==> src/rtl/mcs4_bus_timer.sv <==
// MCS-4 bus master timing: cp1/cp2/sync, one-hot A1..E3 state, CM-ROM strobe, chip reset, run/halt.
// Optional `SINGLE_STEP_EN adds a `step` input that releases one instruction cycle while halted.
module mcs4_bus_timer #(
  parameter int unsigned PHASE_DIV    = 4,
  parameter int unsigned RESET_CYCLES = 8
) (
  input  logic        clk,
  input  logic        reset,
  input  logic        run,
  input  logic        io_cmd,
`ifdef SINGLE_STEP_EN
  input  logic        step,
`endif
  output logic        cp1,
  output logic        cp2,
  output logic        sync,
  output logic        cm,
  output logic        chip_reset_n,
  output logic [7:0]  state,
  output logic        halted,
  output logic [15:0] instr_count
);

  localparam int unsigned SW = (PHASE_DIV > 2) ? $clog2(PHASE_DIV) : 1;
  localparam int unsigned RW = $clog2(RESET_CYCLES + 1);

  typedef enum logic [7:0] {
    A1 = 8'h01, A2 = 8'h02, A3 = 8'h04, M1 = 8'h08,
    M2 = 8'h10, X1 = 8'h20, X2 = 8'h40, E3 = 8'h80
  } mstate_t;

  mstate_t       st_q, st_nxt;
  logic [SW-1:0] slot, slot_nxt;
  logic [RW-1:0] rst_cnt;
  logic          io_flag;
  logic          slot_last, release_ok, hold, wrap;
  logic          enter_e3, enter_e2, crn_nxt, e2_io;

  always_comb begin
    slot_last = (slot == SW'(PHASE_DIV - 1));
`ifdef SINGLE_STEP_EN
    release_ok = run | (halted & step);
`else
    release_ok = run;
`endif
    // Halt only parks at the last slot of E3, and never while bus chips are still in reset.
    hold     = slot_last && (st_q == E3) && chip_reset_n && !release_ok;
    wrap     = slot_last && !hold;
    slot_nxt = wrap ? '0 : (hold ? slot : slot + SW'(1));
    st_nxt   = wrap ? mstate_t'({st_q[6:0], st_q[7]}) : st_q;
    enter_e3 = wrap && (st_nxt == E3);
    enter_e2 = wrap && (st_nxt == X2);
    crn_nxt  = chip_reset_n |
               (enter_e3 && (rst_cnt == RW'(RESET_CYCLES - 1)));
    e2_io    = enter_e2 ? io_cmd : io_flag;
  end

  always_ff @(posedge clk) begin
    if (reset) begin
      slot         <= '0;
      st_q         <= E3;
      cp1          <= 1'b0;
      cp2          <= 1'b0;
      sync         <= 1'b1;
      cm           <= 1'b0;
      chip_reset_n <= 1'b0;
      halted       <= 1'b0;
      instr_count  <= '0;
      rst_cnt      <= '0;
      io_flag      <= 1'b0;
    end else begin
      slot         <= slot_nxt;
      st_q         <= st_nxt;
      halted       <= hold;
      cp2          <= wrap;
      cp1          <= !hold && (slot_nxt == SW'(PHASE_DIV / 2));
      sync         <= st_nxt[7];
      chip_reset_n <= crn_nxt;
      cm           <= crn_nxt && ((st_nxt == A3) || ((st_nxt == X2) && e2_io));
      if (wrap && (st_nxt == A1))
        instr_count <= instr_count + 16'd1;
      if (enter_e3 && (rst_cnt < RW'(RESET_CYCLES)))
        rst_cnt <= rst_cnt + RW'(1);
      if (enter_e2)
        io_flag <= io_cmd;
    end
  end

  assign state = st_q;

endmodule
==> config.mk <==
export PLATFORM = sky130hd
export DESIGN_NAME = mcs4_bus_timer
export DESIGN_NICKNAME = d
export VERILOG_FILES = /design/src/rtl/mcs4_bus_timer.sv
export SDC_FILE = /design/constraint.sdc
export NUM_CORES = 1
export LEC_CHECK = 0
export BUFFER_PORTS_ARGS = -buffer_cell sky130_fd_sc_hd__buf_2
export CAP_MARGIN = 10
export CORE_MARGIN = 10
export CORE_UTILIZATION = 46
export DETAILED_ROUTE_END_ITERATION = 8
export HOLD_SLACK_MARGIN = 0.15
export PLACE_DENSITY = 0.75
export SLEW_MARGIN = 20
export SYNTH_ARGS = -nofsm -noshare
export SYNTH_HDL_FRONTEND = slang
export SYNTH_SLANG_ARGS = --single-unit
export TNS_END_PERCENT = 50
==> constraint.sdc <==
create_clock -name clk -period 2.6 [get_ports clk]
set_input_delay 0.26 -clock clk [delete_from_list [all_inputs] [get_ports clk]]
set_output_delay 0.26 -clock clk [all_outputs]
set_load 0.02 [all_outputs]
==> Yosys cells after proc, flatten, opt, wreduce, memory -nomap -nowiden <==
Index checks and enable logic that the tools add are counted.
{ "op_classes": {"n_reduce_logical": 15, "n_addsub": 3, "n_eq_ne": 8, "order_cmp": 1, "mux": 4, "bitwise": 1} }
{ "op_table": {"columns": ["operator", "n"], "rows": [
  ["$add 16x1->16 const B", 1],
  ["$eq 8x8->1 const B", 2],
  ["$logic_and 1x1->1", 12],
  ["$eq 8x1->1 const B", 1],
  ["$eq 8x3->1 const B", 1],
  ["$eq 8x7->1 const B", 1],
  ["$mux 8", 1],
  ["$add 4x1->4 const B", 1],
  ["$eq 2x2->1 const B", 2],
  ["$eq 4x3->1 const B", 1],
  ["$lt 4x4->1 const B", 1],
  ["$mux 2", 2],
  ["$add 2x1->2 const B", 1],
  ["$logic_not 1->1", 2],
  ["$logic_or 1x1->1", 1],
  ["$mux 1", 1],
  ["$or 1x1->1", 1]
]} }
{ "totals": {"ff_bits": 37, "inputBits": 4, "out_inout_bits": 30, "wordCells": 43} }

==> Logic depth before layout (Yosys ltp) <==
{ "depth": {"ltp_word": 13, "mapped_depth": 10} }

==> Least setup slack after synthesis <==
Ideal clock, no wire load.
{ "synth_path": {"kind": "reg-to-reg", "startpoint": "reg st_q[0] (netlist: state[0])", "endpoint": "reg cm", "period_less_slack_ns": 2.041, "stages_incl_launch_ff": 7, "setup_slack_ns": 0.559, "t_arrival_ns": 1.927, "path_cell_list": "dfxtp_1 > buf_4 > or4_4 > o41ai_4 > mux2i_1 > nor4_2 > o21a_1"} }
{ "synth_between": {"elab_chain_len": 13} }
{ "synth_rtl": {"columns": ["element", "line", "rtl"], "rows": [
  ["from (decl)", "32", "mstate_t st_q, st_nxt;"],
  ["from (signal assigned)", "73", "st_q <= st_nxt;"],
  ["$eq 8x8->1", "47", "hold = slot_last && (st_q == E3) && chip_reset_n && !release_ok;"],
  ["$logic_and 1x1->1 (3 in a row)", "47", null],
  ["$logic_not 1->1", "48", "wrap = slot_last && !hold;"],
  ["$logic_and 1x1->1", "48", null],
  ["$mux 8", "50", "st_nxt = wrap ? mstate_t'({st_q[6:0], st_q[7]}) : st_q;"],
  ["$eq 8x7->1", "52, 79", null],
  ["$logic_and 1x1->1", "52", "enter_e2 = wrap && (st_nxt == X2);"],
  ["$mux 1", null, null],
  ["$logic_and 1x1->1", "79", "cm <= crn_nxt && ((st_nxt == A3) || ((st_nxt == X2) && e2_io));"],
  ["$logic_or 1x1->1", "79", null],
  ["$logic_and 1x1->1 (*)", "79", null],
  ["to (signal assigned)", "79", null],
  ["to (decl)", "17", "output logic cm,"]
]} }
Every way passes the cells marked *; elsewhere a longest branch is shown, timed or not.
A chain may end at the register's enable or synchronous reset.

==> Final worst setup path <==
{ "layout_path": {"startpoint": "reg slot[0]", "endpoint": "reg rst_cnt[0]"} }
{ "layout_between": {"elab_chain_len": 10} }
{ "layout_rtl": {"columns": ["element", "line", "rtl"], "rows": [
  ["from (decl)", "33", "logic [SW-1:0] slot, slot_nxt;"],
  ["from (signal assigned)", "72", "slot <= slot_nxt;"],
  ["$eq 2x2->1 (*)", "40", "slot_last = (slot == SW'(PHASE_DIV - 1));"],
  ["$logic_and 1x1->1 (3 in a row)", "47", null],
  ["$logic_not 1->1", "48", null],
  ["$logic_and 1x1->1 (*)", "48", null],
  ["$mux 8", "50", null],
  ["$eq 8x8->1", "51", "enter_e3 = wrap && (st_nxt == E3);"],
  ["$logic_and 1x1->1 (*)", "51", null],
  ["$logic_and 1x1->1 (*)", "82", "if (enter_e3 && (rst_cnt < RW'(RESET_CYCLES)))"],
  ["to (signal assigned)", "83", "rst_cnt <= rst_cnt + RW'(1);"],
  ["to (decl)", "34", "logic [RW-1:0] rst_cnt;"]
]} }
Marked as above.

==> results.sh <==
export IMPL_worst_pin_slew_ps=687
export IMPL_seqPwrFrac_pct=46.0
export IMPL_cp_slowest_cell="dfxtp_1"
export IMPL_synthSimpleGateAreaFrac_pct=29.6
export IMPL_first_global_vias=1589
export IMPL_fp_dieH_um=84.1
export IMPL_drive_gt1_share_pct=23.4
export IMPL_start_util_pct=47.3
export IMPL_ys_async_sr_fraction_pct=0
export IMPL_syn_area_mm2=0.00189
export IMPL_slew_violations=0
export IMPL_grt_util_all_layers_pct=12.3
export IMPL_synth_top_area_share_pct=38.1
export IMPL_wirelength_um=4470
export IMPL_path_cells="ha_1 -> buf_4 -> nor2_1 -> a31oi_1 -> o22ai_1 -> or2_2 -> nand3_1 -> mux2_2"
export IMPL_fin_total_pwr_uw=1240
export IMPL_cts_buffers=5
export IMPL_place_area_mm2=0.00208
export IMPL_synth_net_count=233
export IMPL_synth_commonest_cells="dfxtp_1 (36), a21oi_1 (24), nor2_1 (23)"
export IMPL_num_fill_cells=385
export IMPL_worstPathMaxFanout=14
export IMPL_fin_skew_ps=3.07
export IMPL_num_io_pins=34
export IMPL_grt_max_degree=40
export IMPL_p_sw_uw=304
export IMPL_setup_tns_ps=0
export IMPL_min_period_ps=2390
export IMPL_synth_compound_area_share_pct=18.5
export IMPL_reg2reg_setup_slack_ps=210
export IMPL_internal_power_uw=937
export IMPL_max_freq_ghz=0.418
export IMPL_leakage_uw=0.000853
export IMPL_critPathCaptureType="flip-flop"
export IMPL_cp_arrival_ps=2570
export IMPL_synth_fa_ha_area_share_pct=2.65
export IMPL_drt_vias_per_instance=5.68
export IMPL_dpl_hpwl_um=3040
export IMPL_utilization_pct=55.1
export IMPL_portBuffers=33
export IMPL_ir_drop_mv=0.235
export IMPL_pwr_share_comb_pct=9.8
export IMPL_yosys_top_cells_area="dfxtp_1 (38%), a21oi_1 (6.4%), o31ai_1 (5.6%)"
export IMPL_coreArea_mm2=0.00400
export IMPL_cp_data_required_time_ps=2780
export IMPL_startpoint_type="flip-flop"
export IMPL_drc=0
export IMPL_syn2layout_area_growth_pct=16.5
export IMPL_antenna_found_initial=0
export IMPL_slew_headroom_pct=54.2
export IMPL_min_period_over_period_pct=92.0
export IMPL_dr_total_vias=1737
export IMPL_syn_avg_cell_area_um2=8.40
export IMPL_routedWlPerCell_um=14.6
export IMPL_switching_share_pct=24.5
export IMPL_clkSlewWorstSetupHoldPaths_ps=70
export IMPL_synthDistinctLibCells=41
export IMPL_rsz0062_at_grt="no"
export IMPL_postCtsHoldBufs=0
export IMPL_crit_type="flip-flop to flip-flop"
export IMPL_power_density_mw_per_mm2=564
export IMPL_postRouteAntennaNets=0
export IMPL_synth_seq_cells=36
export IMPL_grt_overflow=0
export IMPL_synth_top_cell_by_area="dfxtp_1"
export IMPL_cts_resized=0
export IMPL_synth_mux_area_share_pct=4.37
export IMPL_drtIter0Drc=108
export IMPL_clockRootBuffer="clkbuf_8"
export IMPL_die_w_um=84.1
export IMPL_synth_most_common_cell="dfxtp_1"
export IMPL_nets=263
export IMPL_firstDrtPassIters=4
export IMPL_regArea_um2=721
export IMPL_cap_violations=0
export IMPL_design_area_mm2=0.00220
export IMPL_setup_violations=0
export IMPL_multi_input_area_mm2=0.00105
export IMPL_grt_pass1_wl_um=7450
export IMPL_yosysWarningCount=0
export IMPL_p_clk_share_pct=44.2
export IMPL_cpPeakStageDelay_ps=380
export IMPL_die_area_mm2=0.00707
export IMPL_cts_max_path_buffers=2
export IMPL_hold_viol=0
export IMPL_hold_path_class="input pin to flip-flop"
export IMPL_post_cts_buffers=0
export IMPL_ys_seq_area_share_pct=38.1
export IMPL_synth_flop_cell="dfxtp_1"
export IMPL_gp_congestion=0.907
export IMPL_synth_top_family_by_area="simple AND/OR/NAND/NOR gates"
export IMPL_cts_sinks=36
export IMPL_h_tree_depth=2
export IMPL_antenna_cells=0
export IMPL_postSynthCellCount=225
export IMPL_num_rows=23
export IMPL_synth_edf_count=0
export IMPL_status="finished, final reports clean"
export IMPL_synth_xor_area_share_pct=0
export IMPL_clk_latency_ps=290
export IMPL_cts_tree="done"
sequential cells by signal, summed over array words and instances, names as in the netlist:
signal,cells
chip_reset_n,1
cm,1
cp1,1
cp2,1
halted,1
instr_count,16
io_flag,1
rst_cnt,4
slot,2
state,7
sync,1
final cells by class:
cell class                      count  area share, %
Clock buffer                        7           4.37
Multi-Input combinational cell    164           47.5
Tap cell                           50           2.84
Sequential cell                    36           32.7
Inverter                            8           1.36
Timing Repair Buffer               40           9.88
Clock inverter                      1           1.36
layer usage:
layer  wire [um]  GRT usage [%]  up-vias
met1        2130           15.1      795
met3         268           4.69        9
met2        2000           18.7       41
met4          78           4.57        0
li1            -              -      892
met5           0              0        -
worst paths after layout:
kind,startpoint,end,cells after the start
max,slot[0],rst_cnt[0],8
min,io_cmd,io_flag,3
max reg2reg,slot[0],rst_cnt[0],8
min reg2reg,io_flag,io_flag,2
cells in the final DEF (no fill, tap or decap), types with 4 or more instances in the layout:
cell,n
nor2b_1,4
buf_4,7
nand4_1,6
nand2b_1,4
or4_1,14
a21oi_1,24
nor3_1,4
mux2i_1,6
inv_1,8
ha_1,4
o31ai_1,14
nor2_1,22
dfxtp_1,36
clkbuf_8,7
buf_2,33
nand2_1,14
nand3_1,12
cell families (layout without fill, tap and decap cells):
group | after synthesis | in the layout
DFF | 36 | 36
AOI/OAI and AO/OA | 53 | 53
adders and majority gates | 4 | 4
buffers and inverters | 25 | 56
and+or+nand+nor | 99 | 99
muxes | 8 | 8
power groups by stage:
stage	clock (uW)	sequential, uW	combinational [uW]
after floorplan	0	587	90.3
after global placement	0	584	117
after detailed placement	0	584	119
after CTS	555	571	121
after global routing	580	573	134
final	549	572	121
metrics by stage:
step	instances	hold slack, ps	worst slack [ps]
2_1_floorplan	225	410	559
3_3_place_gp	298	461	401
3_5_place_dp	298	465	332
4_1_cts	306	238	225
5_1_grt	306	257	99.1
6_report	306	248	208
critical path, delay by kind of cell (launching register included):
family	cells	cell delay (ps)
flops	1	380
fa+ha+maj	1	310
buf+inv	1	260
mux	1	350
simple gates	3	590
compound gates	2	390
(Power assumes the default switching activity.)
